==> src/rtl/dvp_pkg.sv <==
// Shared types and default widths for the DVP capture controller slice.
package dvp_pkg;

    localparam int DVP_DATA_W     = 8;
    localparam int DVP_LINE_CNT_W = 11;
    localparam int DVP_BYTE_CNT_W = 12;

    typedef enum logic [1:0] {
        IDLE    = 2'd0,
        ARM     = 2'd1,
        CAPTURE = 2'd2,
        SKIP    = 2'd3
    } state_e;

endpackage

==> src/rtl/dvp_vsync_sync.sv <==
// Two-flop synchroniser for raw DVP vsync plus one-cycle rise/fall strobes.
module dvp_vsync_sync (
    input  logic pclk,
    input  logic rst,
    input  logic vsync,
    output logic vs_rise,
    output logic vs_fall
);

    logic vs_meta;
    logic vs_sync;
    logic vs_prev;

    always_ff @(posedge pclk) begin
        if (rst) begin
            vs_meta <= 1'b0;
            vs_sync <= 1'b0;
            vs_prev <= 1'b0;
        end else begin
            vs_meta <= vsync;
            vs_sync <= vs_meta;
            vs_prev <= vs_sync;
        end
    end

    assign vs_rise = vs_sync & ~vs_prev;
    assign vs_fall = ~vs_sync & vs_prev;

endmodule

==> src/rtl/dvp_capture_ctrl.sv <==
// Frame sequencer between dvp_receiver and the RGB565 byte aligner.
// Define DVP_CTRL_LINE_CHECK_EN to enable the line/frame length checks.
module dvp_capture_ctrl
    import dvp_pkg::*;
#(
    parameter int DATA_W             = DVP_DATA_W,
    parameter int LINE_CNT_W         = DVP_LINE_CNT_W,
    parameter int BYTE_CNT_W         = DVP_BYTE_CNT_W,
    parameter int EXP_BYTES_PER_LINE = 1280,
    parameter int EXP_LINES          = 480
) (
    input  logic                  pclk,
    input  logic                  rst,
    input  logic                  vsync,
    input  logic [DATA_W-1:0]     s_tdata,
    input  logic                  s_tlast,
    input  logic                  s_tvalid,
    output logic [DATA_W-1:0]     m_tdata,
    output logic                  m_tlast,
    output logic                  m_tuser,
    output logic                  m_tvalid,
    input  logic                  m_tready,
    input  logic                  start,
    input  logic                  stop,
    input  logic                  continuous,
    input  logic [3:0]            frame_skip,
    output logic                  busy,
    output logic                  frame_done,
    output logic [LINE_CNT_W-1:0] frame_lines,
    output logic [BYTE_CNT_W-1:0] line_bytes,
    output logic                  overflow,
    output logic                  err_line_len,
    output logic                  err_frame_len
);

    logic                  vs_rise;
    logic                  vs_fall;
    state_e                state;
    logic                  cont_r;
    logic                  stop_pend;
    logic                  first_pend;
    logic [3:0]            skip_cnt;
    logic [BYTE_CNT_W-1:0] byte_cnt;
    logic [BYTE_CNT_W-1:0] byte_inc;
    logic [LINE_CNT_W-1:0] line_cnt;
    logic [LINE_CNT_W-1:0] line_inc;
    logic [LINE_CNT_W-1:0] lines_at_end;
    logic                  beat;
    logic                  line_end;
    logic                  load;
    logic                  arm_req;

    dvp_vsync_sync u_vsync (
        .pclk    (pclk),
        .rst     (rst),
        .vsync   (vsync),
        .vs_rise (vs_rise),
        .vs_fall (vs_fall)
    );

    assign beat         = (state == CAPTURE) && s_tvalid;
    assign line_end     = beat && s_tlast;
    assign byte_inc     = (&byte_cnt) ? byte_cnt : byte_cnt + 1'b1;
    assign line_inc     = (&line_cnt) ? line_cnt : line_cnt + 1'b1;
    assign lines_at_end = line_end ? line_inc : line_cnt;
    assign load         = !m_tvalid || m_tready;
    assign arm_req      = start && (state == IDLE);
    assign busy         = (state != IDLE);

    // Skip counter is cleared on start so the first frame after arming is always captured.
    always_ff @(posedge pclk) begin
        if (rst) begin
            state      <= IDLE;
            cont_r     <= 1'b0;
            stop_pend  <= 1'b0;
            first_pend <= 1'b0;
            skip_cnt   <= 4'd0;
        end else begin
            case (state)
                IDLE: begin
                    if (start) begin
                        state     <= ARM;
                        cont_r    <= continuous;
                        stop_pend <= 1'b0;
                        skip_cnt  <= 4'd0;
                    end
                end
                ARM: begin
                    if (stop) begin
                        state <= IDLE;
                    end else if (vs_fall) begin
                        if (skip_cnt == 4'd0) begin
                            state      <= CAPTURE;
                            skip_cnt   <= frame_skip;
                            first_pend <= 1'b1;
                        end else begin
                            state    <= SKIP;
                            skip_cnt <= skip_cnt - 1'b1;
                        end
                    end
                end
                CAPTURE, SKIP: begin
                    if (stop) begin
                        stop_pend <= 1'b1;
                    end
                    if (vs_rise) begin
                        state <= (cont_r && !stop_pend && !stop) ? ARM : IDLE;
                    end
                end
                default: state <= IDLE;
            endcase
            if (beat && load) begin
                first_pend <= 1'b0;
            end
        end
    end

    // A beat arriving while the output register is stalled is dropped, never queued.
    always_ff @(posedge pclk) begin
        if (rst) begin
            m_tvalid <= 1'b0;
            m_tdata  <= '0;
            m_tlast  <= 1'b0;
            m_tuser  <= 1'b0;
            overflow <= 1'b0;
        end else begin
            if (beat) begin
                if (load) begin
                    m_tvalid <= 1'b1;
                    m_tdata  <= s_tdata;
                    m_tlast  <= s_tlast;
                    m_tuser  <= first_pend;
                end else begin
                    overflow <= 1'b1;
                end
            end else if (m_tready) begin
                m_tvalid <= 1'b0;
            end
            if (arm_req) begin
                overflow <= 1'b0;
            end
        end
    end

    always_ff @(posedge pclk) begin
        if (rst) begin
            byte_cnt    <= '0;
            line_cnt    <= '0;
            line_bytes  <= '0;
            frame_lines <= '0;
            frame_done  <= 1'b0;
        end else begin
            frame_done <= 1'b0;
            if (line_end) begin
                line_bytes <= byte_inc;
                byte_cnt   <= '0;
                line_cnt   <= line_inc;
            end else if (beat) begin
                byte_cnt <= byte_inc;
            end
            if (vs_rise) begin
                byte_cnt <= '0;
                line_cnt <= '0;
                if (state == CAPTURE) begin
                    frame_done  <= 1'b1;
                    frame_lines <= lines_at_end;
                end
            end
        end
    end

`ifdef DVP_CTRL_LINE_CHECK_EN
    logic [LINE_CNT_W-1:0] lines_with_partial;
    logic                  partial_line;

    // The frame check counts a trailing line that never saw tlast.
    assign partial_line       = !line_end && ((byte_cnt != '0) || beat);
    assign lines_with_partial = (partial_line && !(&line_cnt)) ? line_cnt + 1'b1 : lines_at_end;

    always_ff @(posedge pclk) begin
        if (rst) begin
            err_line_len  <= 1'b0;
            err_frame_len <= 1'b0;
        end else if (arm_req) begin
            err_line_len  <= 1'b0;
            err_frame_len <= 1'b0;
        end else begin
            if (line_end && (byte_inc != BYTE_CNT_W'(EXP_BYTES_PER_LINE))) begin
                err_line_len <= 1'b1;
            end
            if (vs_rise && (state == CAPTURE) && (lines_with_partial != LINE_CNT_W'(EXP_LINES))) begin
                err_frame_len <= 1'b1;
            end
        end
    end
`else
    logic unused_cfg;
    assign unused_cfg    = ^{32'(EXP_BYTES_PER_LINE), 32'(EXP_LINES)};
    assign err_line_len  = 1'b0;
    assign err_frame_len = 1'b0;
`endif

endmodule

==> config.mk <==
export PLATFORM = sky130hd
export DESIGN_NAME = dvp_capture_ctrl
export DESIGN_NICKNAME = d
export VERILOG_FILES = /design/src/rtl/dvp_pkg.sv /design/src/rtl/dvp_vsync_sync.sv /design/src/rtl/dvp_capture_ctrl.sv
export SDC_FILE = /design/constraint.sdc
export NUM_CORES = 1
export LEC_CHECK = 0
export ABC_AREA = 1
export ABC_CLOCK_PERIOD_IN_PS = 2500
export CORE_UTILIZATION = 55
export CTS_BUF_LIST = sky130_fd_sc_hd__clkbuf_8
export DETAILED_ROUTE_END_ITERATION = 10
export GPL_TIMING_DRIVEN = 0
export PLACE_DENSITY = 0.83
export SLEW_MARGIN = 20
export SYNTH_ARGS = -nofsm -noshare
export SYNTH_HDL_FRONTEND = slang
export SYNTH_SLANG_ARGS = --single-unit
==> constraint.sdc <==
create_clock -name pclk -period 2.5 [get_ports pclk]
set_input_delay 0.5 -clock pclk [delete_from_list [all_inputs] [get_ports pclk]]
set_output_delay 0.5 -clock pclk [all_outputs]
set_load 0.03 [all_outputs]
==> flow_summary.toml <==
[cells_and_area]
fillers = 513
fin_util_pct = 71.3
regArea_um2 = 1420
n_antenna_cell = 0
syn2layout_area_growth_pct = 25.0
multi_input_area_um2 = 1590
final_nets = 579
drive_gt1_share_pct = 7.87

[hold_path]
hp-class = "flip-flop to flip-flop"

[clock_network]
clk_latency_ns = 0.35
post_cts_buffers = 0
holdBufCountCts = 0
cts_root_buf = "clkbuf_8"
clock-sinks = 71
cts_resized = 0
clk_pin_slew_worst_paths_ns = 0.07
cts_tree = "built"
clockBufferDepth = 2
h-tree-depth = 3
cts_buffers = 9

[timing]
fin_skew_ns = 0.00649
timing.final.ws_setup_ns = 0.307
hold_violations = 0
tightestPinTransition_ns = 0.514
max-slew-margin-rel_pct = 65.7
finalCritPeriodShare_pct = 87.7
fmax_mhz = 456
setup_tns_ns = 0
hold_slack_ns = 0.408
setup_viol = 0
finalMaxSlewViolations = 0
period_needed_ns = 2.19
rsz0062_at_grt = "no"

[placed_design]
io_buffer_count = 57
pre_cts_slack_ns = 0.447
dpl.hpwl_um = 5550
gp_congestion = 0.895

[logic_synthesis]
synth_top_area_share_pct = 42.1
async_flop_share_pct = 0
netlist_instances = 485
synth.most_common_cell = "nand2_1"
synth_top_cell_by_area = "dfxtp_1"
synth_edf_count = 0
yosys_warnings = 0
synth_cell_types = 33
ys.flop_type = "dfxtp_1"
synthTopCellsByCount = "87 x nand2_1, 83 x nor2_1, 71 x dfxtp_1, 66 x inv_1, 41 x o21ai_0"
synth_seq_area_share_pct = 42.1
syn_area_um2 = 3380
synth-seq-cells = 71
synth_area_leaders = "dfxtp_1 42%, nand2_1 9.7%, nor2_1 9.2%"
syn_avg_cell_area_um2 = 6.96

[power]
power_leakage_uw = 0.00192
power_density_nw_per_um2 = 541
peakVddDrop_mv = 0.411

[run]
cap_violations = 0

[grt]
overflow = 0
grt_max_degree = 12
globalRouteTotalUtil_pct = 25.9
antenna_found_initial = 0
grt_pass1_vias = 2967
grt_pass1_wl_um = 12900

[floorplanning]
die_area_um2 = 6460
core_um2 = 5920
fp.dieW_um = 80.3
ios = 60
num_rows = 28
start_util_pct = 57.0
die-height_um = 80.3

[routing]
antenna_left = 0
drc = 0
drt_iter0_drc = 212
post_drt_wl_per_cell_um = 12.1
vias = 3326
viasPerCell = 5.25
dr.pass1.iters = 5
routed_wirelength_um = 7650

[critical_path]
worst-endpoint-arrival_ns = 1.69
crit_fanout = 6
slowest_delay_ns = 0.67
startpoint_type = "flip-flop"
worstSetupEndpointType = "primary output"
worstSetupPathType = "flip-flop to primary output"
cp_data_required_time_ns = 2.00
crit_slowest_cell = "clkdlybuf4s50_1"
worstPathCellList = "nor2_1, inv_1, clkdlybuf4s50_1"

[status]
status = "complete, no violations"
==> final cells by class <==
cell class	instances	area share, %
Multi-Input combinational cell	329	37.7
Sequential cell	71	33.7
Timing Repair Buffer	57	13.5
Inverter	70	6.23
Clock buffer	11	3.59
Buffer	16	2.43
Tap cell	75	2.22
Clock inverter	5	0.593
==> power breakdown <==
| part | internal [µW] | leakage (µW) | switching [µW] |
|---|---|---|---|
| sequential | 1160 | 0.000573 | 20.7 |
| clock | 404 | 0.0000977 | 416 |
| combinational | 110 | 0.00124 | 172 |
==> sequential cells by signal, summed over array words and instances, names as in the netlist <==
register         count
overflow             1
state                2
m_tdata              8
line_bytes          12
cont_r               1
u_vsync.vs_sync      1
u_vsync.vs_prev      1
skip_cnt             4
m_tuser              1
m_tlast              1
frame_lines         11
byte_cnt            12
frame_done           1
u_vsync.vs_meta      1
m_tvalid             1
first_pend           1
stop_pend            1
line_cnt            11
==> placed cells by master, fill, tap and decap left out, drive strengths merged <==
cell type,count
dfxtp,71
a31oi,1
o21ai,42
a21oi,25
nand3b,3
xnor2,3
or2,3
o32ai,1
o21a,6
nand2,90
xor2,1
clkdlybuf4s50,57
o211ai,1
ha,4
nand3,44
conb,2
buf,12
o21bai,6
inv,71
nor3,3
nand4,7
clkinvlp,1
nor2,87
clkbuf,15
clkinv,3
==> per-stage QoR <==
| stage | total power [µW] | area (µm²) | cells |
|---|---|---|---|
| 2_1_floorplan | 1380 | 3380 | 486 |
| 3_3_place_gp | 1480 | 4040 | 618 |
| 3_5_place_dp | 1480 | 4040 | 618 |
| 4_1_cts | 2290 | 4220 | 634 |
| 5_1_grt | 2380 | 4220 | 634 |
| 6_report | 2280 | 4220 | 634 |
==> path summary, 6_finish.rpt <==
| check | startpoint | end | slack (ns) | depth (start not counted) |
|---|---|---|---|---|
| max | state[1] | busy | 0.31 | 3 |
| min | u_vsync.vs_meta | u_vsync.vs_sync | 0.41 | 2 |
| max reg2reg | byte_cnt[0] | byte_cnt[0] | 0.80 | 11 |
| min reg2reg | u_vsync.vs_meta | u_vsync.vs_sync | 0.41 | 2 |
==> logic make-up (layout without fill, tap and decap cells) <==
logic type      Yosys count  count (layout)  share of synthesized area [%]
buf+inv                  86             159                           10.8
fa+ha+maj                 4               4                           1.48
xor+xnor                  4               4                           1.04
flops                    71              71                           42.1
other cells               1               2                          0.111
compound gates           82              82                           13.3
simple gates            237             237                           31.2
==> worst max-delay path, delay by kind of cell, from the launching register on <==
kind          cells  cell delay [ns]
buf+inv           2             0.76
simple gates      1             0.13
flops             1             0.46
==> per-layer routing <==
layer	global-route usage (%)	routed length, µm	vias to the layer above
met5	0	0	-
met4	12.5	185	0
met3	6.82	433	17
met2	42.5	3510	98
met1	31.4	3530	1535
li1	-	-	1676
Power figures use the tool's default switching activity.
